$ cat src/rtl/branch_redirect_unit_pkg.sv
// Shared types for the branch redirect unit: FSM encoding and the
// per-branch prediction record flags carried from ID to EX.
package branch_redirect_unit_pkg;

  typedef enum logic {
    NORMAL = 1'b0,
    SQUASH = 1'b1
  } state_t;

  // Wide enough for SQUASH_CYCLES up to 7.
  localparam int SQ_W = 3;

  typedef struct packed {
    logic valid;
    logic pred;
  } rec_flags_t;

endpackage

$ cat src/rtl/branch_redirect_unit_sat_counter.sv
// Saturating up-counter with synchronous reset and clear; holds at all-ones.
module sat_counter #(
  parameter int W = 16
) (
  input  logic         Clock,
  input  logic         Reset,
  input  logic         inc,
  input  logic         clear,
  output logic [W-1:0] count
);

  always_ff @(posedge Clock) begin
    if (Reset || clear) begin
      count <= '0;
    end else if (inc && (count != {W{1'b1}})) begin
      count <= count + W'(1);
    end
  end

endmodule

$ cat src/rtl/branch_redirect_unit.sv
// Redirects fetch on predicted-taken ID branches and repairs the PC on EX
// mispredicts, with a short squash window and saturating statistics.
module branch_redirect_unit
  import branch_redirect_unit_pkg::*;
#(
  parameter int AW            = 32,
  parameter int CW            = 16,
  parameter int SQUASH_CYCLES = 1
) (
  input  logic          Clock,
  input  logic          Reset,
  input  logic          Stall,
  input  logic          BranchInstructExists_ID,
  input  logic          Prediction_ID,
  input  logic [AW-1:0] BranchTarget_ID,
  input  logic [AW-1:0] PCPlus4_ID,
  input  logic          BranchInstructExists_EX,
  input  logic          BranchDecision_EX,
  output logic          Redirect,
  output logic [AW-1:0] RedirectPC,
  output logic          Flush_IFID,
  output logic          Flush_IDEX,
  output logic [CW-1:0] BranchCount,
  output logic [CW-1:0] MispredictCount
);

  state_t          state, state_next;
  logic [SQ_W-1:0] sq_cnt, sq_next;

  rec_flags_t      rec;
  logic [AW-1:0]   rec_target;
  logic [AW-1:0]   rec_fallthru;

  logic            mp;
  logic            capture;
  logic            resolve;
  logic [AW-1:0]   correct_pc;

  assign mp         = rec.valid & BranchInstructExists_EX & (rec.pred != BranchDecision_EX);
  assign resolve    = rec.valid & BranchInstructExists_EX;
  assign capture    = BranchInstructExists_ID & ~Stall & (state == NORMAL);
  assign correct_pc = BranchDecision_EX ? rec_target : rec_fallthru;

  // ID->EX record; a mispredict kills it even under Stall.
  always_ff @(posedge Clock) begin
    if (Reset) begin
      rec          <= '0;
      rec_target   <= '0;
      rec_fallthru <= '0;
    end else if (mp) begin
      rec.valid <= 1'b0;
    end else if (Stall) begin
      rec <= rec;
    end else if (capture) begin
      rec.valid    <= 1'b1;
      rec.pred     <= Prediction_ID;
      rec_target   <= BranchTarget_ID;
      rec_fallthru <= PCPlus4_ID;
    end else begin
      rec.valid <= 1'b0;
    end
  end

  always_ff @(posedge Clock) begin
    if (Reset) begin
      state  <= NORMAL;
      sq_cnt <= '0;
    end else begin
      state  <= state_next;
      sq_cnt <= sq_next;
    end
  end

  always_comb begin
    state_next = state;
    sq_next    = sq_cnt;
    if (mp) begin
      state_next = SQUASH;
      sq_next    = SQ_W'(SQUASH_CYCLES - 1);
    end else if (state == SQUASH) begin
      if (sq_cnt == '0) begin
        state_next = NORMAL;
      end else begin
        sq_next = sq_cnt - SQ_W'(1);
      end
    end
  end

  // EX repair outranks any ID redirect; nothing is driven while in reset.
  always_comb begin
    Redirect   = 1'b0;
    RedirectPC = '0;
    Flush_IFID = 1'b0;
    Flush_IDEX = 1'b0;
    if (!Reset) begin
      if (mp) begin
        Redirect   = 1'b1;
        RedirectPC = correct_pc;
        Flush_IFID = 1'b1;
        Flush_IDEX = 1'b1;
      end else if (capture && Prediction_ID) begin
        Redirect   = 1'b1;
        RedirectPC = BranchTarget_ID;
        Flush_IFID = 1'b1;
      end
    end
  end

  sat_counter #(.W(CW)) u_branch_count (
    .Clock (Clock),
    .Reset (Reset),
    .inc   (resolve),
    .clear (1'b0),
    .count (BranchCount)
  );

  sat_counter #(.W(CW)) u_mispredict_count (
    .Clock (Clock),
    .Reset (Reset),
    .inc   (mp),
    .clear (1'b0),
    .count (MispredictCount)
  );

endmodule

$ cat config.mk
export PLATFORM = sky130hd
export DESIGN_NAME = branch_redirect_unit
export DESIGN_NICKNAME = d
export VERILOG_FILES = /design/src/rtl/branch_redirect_unit_pkg.sv /design/src/rtl/branch_redirect_unit_sat_counter.sv /design/src/rtl/branch_redirect_unit.sv
export SDC_FILE = /design/constraint.sdc
export NUM_CORES = 1
export LEC_CHECK = 0
export ABC_AREA = 1
export BUFFER_PORTS_ARGS = -buffer_cell sky130_fd_sc_hd__clkbuf_2
export CAP_MARGIN = 20
export CORE_MARGIN = 2
export CORE_UTILIZATION = 49
export DETAILED_ROUTE_END_ITERATION = 6
export PLACE_DENSITY = 0.82
export SLEW_MARGIN = 20
export SYNTH_ARGS = -nofsm -noshare
export SYNTH_HDL_FRONTEND = slang
export SYNTH_HIERARCHICAL = 1
export SYNTH_SLANG_ARGS = --single-unit
$ cat constraint.sdc
create_clock -name Clock -period 2.3 [get_ports Clock]
set_input_delay 0.46 -clock Clock [delete_from_list [all_inputs] [get_ports Clock]]
set_output_delay 0.46 -clock Clock [all_outputs]
set_load 0.1 [all_outputs]
======== Word level (Yosys, flattened, before mapping) ========
Cells that the tools add are included.
storage, ports and cells
  flip-flop bits (word level) ............. 102
  bits of input ports ..................... 71
  output and inout bits ................... 67
  word-level logic and storage cells ...... 42
cells by class
  add/subtract/negate cells ............... 3
  equal/unequal tests ..................... 3
  mux-type cells .......................... 13
  bitwise gates (word level) .............. 8
  reduce and logical (&&, ||, !) cells .... 7
operators by type and width
  cell                                                                count
  32-bit 2-to-1 mux                                                   4
  16-bit by 1-bit adder with 16-bit output, second input constant     2
  16-bit inequality test, second input constant                       2
  1-bit 2-to-1 mux                                                    9
  1-bit bitwise AND                                                   4
  1-bit inverter                                                      4
  1-bit logical AND                                                   3
  3-bit zero test                                                     1
  3-bit AND reduction                                                 1
  3-bit by 1-bit subtractor with 3-bit output, second input constant  1
  2-bit AND reduction                                                 1
  2-bit OR reduction                                                  1
  1-bit inequality test                                               1

======== Logic depth before layout (Yosys ltp) ========
Gate-level depths: netlist of the first run.
  depth after elaboration ................. 7
  mapped depth ............................ 16
  depth with buffers taken out ............ 12

======== By module ========
The synthesis of the first run kept the hierarchy.
by module, submodules not included
  module                times used  cells an instance  area an instance (um^2)  seq. area each (um^2)
  branch_redirect_unit  1           677                4231.6                   1401.3
  sat_counter           2           149                950.9                    320.3

======== Worst setup path after synthesis of the first run ========
OpenSTA, ideal clock, no wires.
  kind .................................... input to output
  start point ............................. input BranchDecision_EX
  end point ............................... output RedirectPC[12]
  arrival time ............................ 3225 ps
  required time ........................... 1840 ps
  path slack .............................. -1385 ps
  stages on the path ...................... 7
  path buffers ............................ 2
  cell sequence ........................... buf_4 inv_4 nand2_1 nand3_2 nand2_1 clkbuf_1 o21ai_0
on the way
  longest elaborated chain between the ends .. 4
  elaborated cells on any way between the ends .. 5
  classes of those cells .................. 1 x eq/ne; 3 x mux; 1 x bitwise
ends and longest elaborated chain
  element                line                        text
  start, declared        branch_redirect_unit.sv:18  input logic BranchDecision_EX,
  1-bit inequality test  branch_redirect_unit.sv:39  assign mp = rec.valid & BranchInstructExists_EX & (rec.pred != BranchDecision_EX);
  1-bit bitwise AND      branch_redirect_unit.sv:39
  32-bit 2-to-1 mux *    branch_redirect_unit.sv:96  if (mp) begin
  32-bit 2-to-1 mux *    branch_redirect_unit.sv:95  if (!Reset) begin
  end, declared          branch_redirect_unit.sv:20  output logic [AW-1:0] RedirectPC,
Mark *: on every way between the ends. The rest lies on a longest branch, timed or not.

======== Worst setup path in the final report of the first run ========
  start point ............................. register rec[0] in the netlist's numbering
  end point ............................... output RedirectPC[18]
on the way
  longest elaborated chain between the ends .. 4
ends and longest elaborated chain
  element                 line                        text
  start, declared         branch_redirect_unit.sv:30  rec_flags_t rec;
  start signal, assigned  branch_redirect_unit.sv:53  rec <= rec;
  1-bit inequality test   branch_redirect_unit.sv:39
  1-bit bitwise AND       branch_redirect_unit.sv:39
  32-bit 2-to-1 mux       branch_redirect_unit.sv:96
  32-bit 2-to-1 mux       branch_redirect_unit.sv:95
No other way between the ends.

==> run summary, run 1 <==
status - completed
CP endpoint kind - primary output
setup TNS - 0 ps
fin crit share - 94.0%
crit path from - rec[0]$_SDFFE_PP0P_
CTS Buf Count - 9
HP Start - PCPlus4_ID[10]
initial antenna violation count - 0
startpoint types - flop
I/O pin count - 138
number of global-route vias before repair - 5879
Vias/cell - 5.05
ANT nets after route - 0
Ys Warns - 6
DRC - 0
Slew Viols, Final - 0
gr usage total - 24.1%
cts repair resizes - 0
PortBufs - 137
cell area after layout - 7960 sq um
1st-pass router iterations - 5
syn_area_per_cell - 6.29 sq um
routed len/inst - 12.3 um
Initial Util - 50.6%
GPL Wtd Cong - 0.895
Root Buffer - clkbuf_16
Critical Setup Path Class - reg -> out
Placed Area - 7680 sq um
Clock Latency Late Sink - 340 ps
R2R cell count - 12
HP Class - in -> reg
Synth cell types - 32
VDD IR-drop max - 0.353 mV
clk sinks - 102
Syn-to-layout area delta - 29.7%
initial DRC count - 465
clk buf depth - 2
unrepaired setup endpoints after global routing - false
die area - 13400 sq um
TritonCTS clock tree - yes
commonest non-fill, non-tap cell in the layout - nand2_1
most used routing layer - met2
Crit path required time - 1840 ps
FF-to-FF End - u_mispredict_count/count[14]$_SDFFE_PP0P_
Min Hold Slack - 414 ps
DP HPWL - 11.1 mm
max cap viols - 0
Final setup violation count - 0
first-pass GRT wire length - 26.5 mm
DP Cell Count - 1249
Slew headroom - 54.1%
postcts setup bufs - 0
Seq/Total Area, Yosys - 33.3%
fmax - 462 MHz
H-tree Lvls - 3
final core utilization - 65.7%
die height - 116 um
leakage power - 3.63 nW
Layout Cells excl Fill - 1265
Gate Count Post-Synth - 975
n_diodes - 0
mapped cell area - 6130 sq um
CP arrival - 1700 ps
FF+latch count, synth - 102
final wirelength - 15.6 mm
CP Max Fanout - 17
skew final - 7.18 ps
Reg clk slew, reported paths - 70 ps
largest net degree at the start of global routing - 75
Post-CTS Hold Buffers - 0
total grt overflow - 0
r2r setup slk - 400 ps
grt met2 use - 39.4%
met3 GRT Util - 6.54%
crit path to - RedirectPC[18]
Die Wd - 116 um
Final Hold Vio Count - 0
reg2reg start - rec[0]$_SDFFE_PP0P_
row count - 40
share of cells above drive strength 1 - 26.9%
via count - 6393
commonest cells after routing, fill and taps aside - 304 x nand2_1, 136 x nor2_1, 102 x clkbuf_2, 102 x dfxtp_1, 97 x nand3_1
Least-Margin Pin Slew - 688 ps
Layout Nets - 1167
Min Clock Period, post-route - 2160 ps
Power Density - 509 nW/um^2
PnR worst setup slack - 138 ps
met1 Usage GRT - 30.0%
Overall Power - 4.05 mW
Setup WS pre-CTS - 230 ps
core area - 12100 sq um
==> logic make-up after synthesis <==
kind of cell	count (synthesis)	share of synthesized area, %
AO/OA/AOI/OAI	127	13.3
XOR/XNOR	1	0.143
adder cells (fa/ha/maj)	4	0.816
buffers and inverters	160	12.3
flip-flops	102	33.3
other	1	0.0611
AND/OR/NAND/NOR	580	40.1
==> how the worst min path moves through the flow <==
stage / end / slack [ps] / cells past startpoint
finish: rec_fallthru[10]$_SDFFE_PP0P_ / 410 / 5
global route: rec_fallthru[12]$_SDFFE_PP0P_ / 430 / 5
CTS: rec_fallthru[5]$_SDFFE_PP0P_ / 400 / 5
detailed placement: sq_cnt[1]$_SDFFE_PP0P_ / 450 / 2
global placement: sq_cnt[1]$_SDFFE_PP0P_ / 450 / 2
floorplan: sq_cnt[1]$_SDFFE_PP0P_ / 450 / 2
==> cell type report <==
class                           instances  area [sq um]
Clock buffer                           10           229
Clock inverter                          6          46.3
Fill cell                            1089          4150
Inverter                              102           388
Multi-Input combinational cell        714          3540
Sequential cell                       102          2040
Tap cell                              168           210
Timing Repair Buffer                  163          1510
==> routing by layer <==
| layer | share of wire, % | up-vias |
|---|---|---|
| met5 | 0 | - |
| met4 | 3.4 | 0 |
| met3 | 6.8 | 46 |
| met2 | 46 | 216 |
| met1 | 43 | 2853 |
| li1 | - | 3278 |
==> critical path: stages, from the launching register on <==
cell     delay (ps)
dfxtp_1         370
inv_1            70
nand2_2          80
nand3_4         100
nor2_4          100
buf_4           230
nand2_1         110
o21ai_2         100
buf_12          200
==> synthesized netlist by cell type (all sizes together) <==
| cell type | instances | area (sq um) |
|---|---|---|
| clkbuf | 19 | 71.3 |
| or2 | 3 | 18.8 |
| clkinv | 2 | 7.51 |
| nor3 | 2 | 10.0 |
| o21ai | 38 | 198 |
| xor2 | 1 | 8.76 |
| nand3 | 98 | 495 |
| nand4 | 8 | 62.6 |
| nor2 | 152 | 653 |
| buf | 39 | 299 |
| inv | 100 | 378 |
| nand2 | 317 | 1220 |
| conb | 1 | 3.75 |
| dfxtp | 102 | 2040 |
| a21boi | 2 | 15.0 |
| a21oi | 87 | 601 |
| ha | 4 | 50.1 |
==> power by group <==
part	leakage, nW	switching, mW	internal [mW]	total [mW]
sequential	0.834	0.0582	1.85	1.91
clock	0.129	0.676	0.740	1.42
combinational	2.66	0.439	0.286	0.725
total	3.63	1.17	2.87	4.05
==> state kept, by name, indices dropped and copies added, names as in the netlist <==
name / flops
rec_target: 32
sq_cnt: 3
rec: 2
rec_fallthru: 32
u_mispredict_count/count: 16
u_branch_count/count: 16
state: 1
(Power assumes the default switching activity.)
==> inputs of run 2 (changes only) <==
CELL_PAD_IN_SITES_DETAIL_PLACEMENT = 0   (was default)
CELL_PAD_IN_SITES_GLOBAL_PLACEMENT = 2   (was default)
CORE_UTILIZATION = 29   (was 49)
PLACE_DENSITY = 0.9   (was 0.82)
SKIP_CTS_REPAIR_TIMING = 1   (was default)
==> run 2 against run 1 <==
  * Die area grew 66%
  * Sequential power is essentially flat
  * Hold slack lost 7.7 ps
  * Final cell count grew 8.5%
  * Critical endpoint is now RedirectPC[22]
  * Largest power group unchanged
==> run summary, run 2 (synthesis results as in run 1) <==
initial antenna violation count - 0 (unchanged)
Max stage delay on crit path - 370 ps (about the same)
crit-path cells - inv_1, nand2_2, nand3_4, nor2_4, clkbuf_16, nand2_1, o21ai_4, buf_12
Layout Nets - 1168 (+0.086%)
TritonCTS clock tree - yes
1st-pass router iterations - 5 (unchanged)
status - completed
Critical Setup Path Class - reg -> out
DRC - 0 (unchanged)
DP HPWL - 12.5 mm (+13%)
first-pass GRT wire length - 28.4 mm (+7.1%)
initial DRC count - 258 (-45%)
H-tree Lvls - 3 (unchanged)
Root Buffer - clkbuf_16
PortBufs - 137 (unchanged)
max cap viols - 0 (unchanged)
Vias/cell - 4.55 (-10%)
gr usage total - 15.8% (-8.3 points)
Overall Power - 4.25 mW (+5.0%)
clk sinks - 102 (unchanged)
CTS Buf Count - 9 (unchanged)
die area - 22300 sq um (+66%)
Layout Cells excl Fill - 1373 (+8.5%)
startpoint types - flop
skew final - 12.0 ps (+4.85 ps)
fmax - 455 MHz (-1.5%)
die height - 149 um (+29%)
Syn-to-layout area delta - 33.2%
Min Clock Period, post-route - 2200 ps (+33.5 ps)
VDD IR-drop max - 0.308 mV (-13%)
Initial Util - 29.4% (-21 points)
CP Max Fanout - 13 (-4)
leakage power - 3.65 nW (+0.74%)
unrepaired setup endpoints after global routing - false
I/O pin count - 138 (unchanged)
Slew headroom - 52.9% (-1.2 points)
critical path's slowest cell - dfxtp_1
Reg clk slew, reported paths - 80 ps (about the same)
CP arrival - 1740 ps (+40 ps)
Slew Viols, Final - 0 (unchanged)
Fillers - 2291 (+110%)
Clock Latency Late Sink - 360 ps (+20 ps)
Crit path required time - 1840 ps (about the same)
commonest cells after routing, fill and taps aside - 304 x nand2_1, 136 x nor2_1, 102 x clkbuf_2
Final Hold Vio Count - 0 (unchanged)
ANT nets after route - 0 (unchanged)
Die Wd - 149 um (+29%)
fin crit share - 95.5% (+1.5 points)
final wirelength - 17.7 mm (+14%)
share of cells above drive strength 1 - 27.2% (+0.34 points)
commonest non-fill, non-tap cell in the layout - nand2_1
number of global-route vias before repair - 5665 (-3.6%)
Final setup violation count - 0 (unchanged)
clk buf depth - 2 (unchanged)
core area - 20900 sq um (+72%)
routed len/inst - 12.9 um (+5.1%)
Least-Margin Pin Slew - 706 ps (+17.5 ps)
DP Cell Count - 1353 (+8.3%)
row count - 53 (+33%)
CP endpoint kind - primary output
Top Registers - rec_fallthru (32), rec_target (32)
largest net degree at the start of global routing - 67 (-11%)
total grt overflow - 0 (unchanged)
via count - 6243 (-2.3%)
GPL Wtd Cong - 0.760 (-15%)
final core utilization - 39.1% (-27 points)
HP Class - in -> reg
setup TNS - 0 ps (unchanged)
Power Density - 520 nW/um^2 (+2.3%)
n_diodes - 0 (unchanged)
==> run 2: area by class of cell <==
| type | count | area (sq um) | share of cell area (%) |
|---|---|---|---|
| tap | 275 | 344 | 4.21 |
| clock inverter | 6 | 75.1 | 0.919 |
| sequential | 102 | 2040 | 25.0 |
| multi-input combinational | 714 | 3540 | 43.3 |
| clock buffer | 10 | 229 | 2.80 |
| timing repair buffer | 164 | 1550 | 19.0 |
| inverter | 102 | 388 | 4.75 |
==> run 2: path summary, 6_finish.rpt <==
kind / from / to / slack (ps) / cells after the start
min: PCPlus4_ID[29] / rec_fallthru[29]$_SDFFE_PP0P_ / 410 / 5
min reg2reg: sq_cnt[2]$_SDFFE_PP0P_ / sq_cnt[2]$_SDFFE_PP0P_ / 470 / 2
max reg2reg: rec[0]$_SDFFE_PP0P_ / u_mispredict_count/count[12]$_SDFFE_PP0P_ / 400 / 11
max: rec[0]$_SDFFE_PP0P_ / RedirectPC[22] / 100 / 8
==> run 2: per-layer routing <==
layer | global-route usage (%) | part of all wire (%) | up-vias
li1 | - | - | 3275
met1 | 21.3 | 47 | 2834
met2 | 25.8 | 46 | 121
met3 | 2.84 | 5.8 | 13
met4 | 4.57 | 1.2 | 0
met5 | 0 | 0 | -
==> run 2: power breakdown <==
group / switching [mW] / leakage [nW] / internal (mW)
combinational: 0.453 / 2.67 / 0.288
sequential: 0.0507 / 0.835 / 1.85
clock: 0.744 / 0.146 / 0.866
==> run 2: metrics by stage <==
stage	worst slack, ps	cell area, sq um	hold slack, ps
after global routing	1.83	8170	410
final	104	8170	406
after detailed placement	137	7790	458
after floorplan	-303	6340	445
after global placement	139	7790	454
after CTS	-41.7	8100	395
==> run 2: critical path: cells and delay by family (launching register included) <==
family / cells / cell delay (ps)
buf+inv: 3 / 460
simple gates: 4 / 460
flops: 1 / 370
compound gates: 1 / 80
==> inputs of run 3 (changes only) <==
MAX_ROUTING_LAYER = met4   (was default)
PLACE_DENSITY = 0.89   (was 0.9)
SYNTH_HIERARCHICAL = default   (was 1)
==> run 3 against run 2 <==
  * Clock skew is 2.3 ps lower
  * Global-route usage grew 0.33 points
  * Die area down 12%
  * Critical path type unchanged
  * Largest cell class unchanged
==> run summary, run 3 <==
Synth cell types - 32 (unchanged)
DRC - 0 (unchanged)
CP arrival - 1820 ps (+80 ps)
startpoint types - flop
Top Registers - rec_fallthru (32), rec_target (32)
TritonCTS clock tree - yes
Slew headroom - 63.4% (+11 points)
routed len/inst - 14.8 um (+14%)
share of cells above drive strength 1 - 27.5% (+0.25 points)
I/O pin count - 138 (unchanged)
Die Wd - 140 um (-6.5%)
Seq/Total Area, Yosys - 38.2% (+4.9 points)
syn_area_per_cell - 7.12 sq um (+13%)
die area - 19500 sq um (-12%)
EDFF count, synth - 0 (unchanged)
VDD IR-drop max - 0.368 mV (+19%)
H-tree Lvls - 3 (unchanged)
Vias/cell - 4.64 (+2.1%)
ANT nets after route - 0 (unchanged)
initial DRC count - 213 (-17%)
commonest cells after routing, fill and taps aside - 201 x nor2_1, 127 x nand2_1, 102 x clkbuf_2
Initial Util - 29.7% (+0.30 points)
top_reg_cell synth - dfxtp_1
Least-Margin Pin Slew - 551 ps (-155 ps)
Slew Viols, Final - 0 (unchanged)
Reg clk slew, reported paths - 80 ps (about the same)
commonest non-fill, non-tap cell in the layout - nor2_1
number of global-route vias before repair - 4826 (-15%)
1st-pass router iterations - 4 (-1)
initial antenna violation count - 0 (unchanged)
fraction of registers with async set/reset - 0% (unchanged)
DP HPWL - 11.2 mm (-11%)
skew final - 9.74 ps (-2.30 ps)
Crit path required time - 1840 ps (about the same)
PnR worst setup slack - 20.6 ps (-83.6 ps)
largest net degree at the start of global routing - 50 (-25%)
leading area contributor after synthesis - dfxtp_1
first-pass GRT wire length - 24.9 mm (-12%)
fin crit share - 99.1% (+3.6 points)
R2R cell count - 6 (-5)
core area - 18000 sq um (-14%)
Final Hold Vio Count - 0 (unchanged)
leakage power - 3.12 nW (-15%)
Net Count, Synth - 826
most numerous cell in the Yosys netlist - nor2_1
FF+latch count, synth - 102 (unchanged)
Layout Nets - 965 (-17%)
die height - 140 um (-6.5%)
Root Buffer - clkbuf_16
Ys Warns - 0 (-6)
Post-synth top cells - 201 x nor2_1, 130 x nand2_1, 102 x dfxtp_1
final core utilization - 42.6% (+3.5 points)
fmax - 439 MHz (-3.7%)
max cap viols - 0 (unchanged)
Final setup violation count - 0 (unchanged)
PortBufs - 137 (unchanged)
gr usage total - 16.1% (+0.33 points)
clk buf depth - 2 (unchanged)
Syn-to-layout area delta - 43.8%
Power Density - 540 nW/um^2 (+3.8%)
GPL Wtd Cong - 0.801 (+5.4%)
leading post-synthesis cells by cell area - dfxtp_1 38%, nor2_1 14%, nand2_1 9.1%
Clock Latency Late Sink - 350 ps (about the same)
CP endpoint kind - primary output
mapped cell area - 5350 sq um (-13%)
total grt overflow - 0 (unchanged)
status - completed
CTS Buf Count - 9 (unchanged)
Gate Count Post-Synth - 751 (-23%)
CP Max Fanout - 7 (-6)
n_diodes - 0 (unchanged)
Synth top area share - 38.2% (+4.9 points)
row count - 49 (-7.5%)
Critical Setup Path Class - reg -> out
Setup WS pre-CTS - 103 ps (-33.7 ps)
worst hold path depth - 3 (-2)
final wirelength - 16.6 mm (-6.5%)
HP Class - in -> reg
Min Clock Period, post-route - 2280 ps (+83.6 ps)
clk sinks - 102 (unchanged)
unrepaired setup endpoints after global routing - true
via count - 5220 (-16%)
-- run 3: cell types whose count changed in the layout (fill, tap and decap cells not counted), moves of 26 or more --
| cell | before | now |
|---|---|---|
| o21ai_2 | 26 | 0 |
| mux2i_1 | 0 | 31 |
| o21ai_0 | 6 | 63 |
| nand2_1 | 304 | 127 |
| o22ai_4 | 0 | 31 |
| a21oi_2 | 44 | 0 |
| nor2_1 | 136 | 201 |
| nand3_1 | 96 | 32 |
| inv_1 | 94 | 39 |
-- run 3: critical path: stages, from the launching register on --
cell and delay, ps:
dfxtp_2 360, nand2_4 80, inv_2 70, nand3_2 110
nor2_4 150, inv_6 100, buf_4 200, o22ai_4 190
buf_12 200
-- run 3: metrics by stage --
| stage | instance area (sq um) | power (mW) | instances | hold WS [ps] | TNS [ps] |
|---|---|---|---|---|---|
| 4_1_cts | 7460 | 4.19 | 1114 | 322 | -2090 |
| 6_report | 7690 | 4.15 | 1124 | 340 | 0 |
| 2_1_floorplan | 5660 | 2.40 | 751 | 441 | -16500 |
| 3_5_place_dp | 7170 | 2.64 | 1098 | 453 | 0 |
| 3_3_place_gp | 7170 | 2.64 | 1098 | 450 | 0 |
| 5_1_grt | 7690 | 4.35 | 1124 | 333 | -1130 |
-- run 3: cell families (layout without fill, tap and decap cells) --
kind of cell    count (synthesis)  count (layout)  share of synthesized area [%]
mux                            31              31                           5.80
flops                         102             102                           38.2
simple gates                  394             394                           30.4
xor+xnor                        4               4                          0.655
compound gates                130             130                           16.3
buf+inv                        86             230                           7.63
fa+ha+maj                       4               4                          0.936
-- run 3: metal layers --
metal | global-route usage, % | part of all wire (%) | up-vias
met1 | 22.0 | 47 | 2348
li1 | - | - | 2740
met4 | 2.74 | 0.38 | 0
met3 | 3.75 | 4.8 | 6
met5 | - | 0 | -
met2 | 24.8 | 48 | 126
-- run 3: layout make-up --
type | instances | area, sq um
Clock inverter | 7 | 62.6
Clock buffer | 9 | 225
Fill cell | 1836 | 10300
Tap cell | 229 | 287
Multi-Input combinational cell | 563 | 3210
Sequential cell | 102 | 2050
Inverter | 45 | 174
Timing Repair Buffer | 169 | 1680
-- run 3: path summary, 6_finish.rpt --
check                                                start                                        to  slack [ps]
setup / recovery                       rec[1]$_SDFFE_PP0N_                             RedirectPC[4]          20
hold / removal                              PCPlus4_ID[20]             rec_fallthru[20]$_SDFFE_PP0P_         340
setup reg to reg  u_mispredict_count.count[0]$_SDFFE_PP0P_  u_mispredict_count.count[9]$_SDFFE_PP0P_         500
hold reg to reg                     sq_cnt[1]$_SDFFE_PP0P_                    sq_cnt[1]$_SDFFE_PP0P_         460
-- run 3: power breakdown --
part	internal, mW	switching, mW	leakage, nW
clock network	0.763	0.756	0.145
registers	1.85	0.0455	0.836
logic	0.283	0.453	2.14
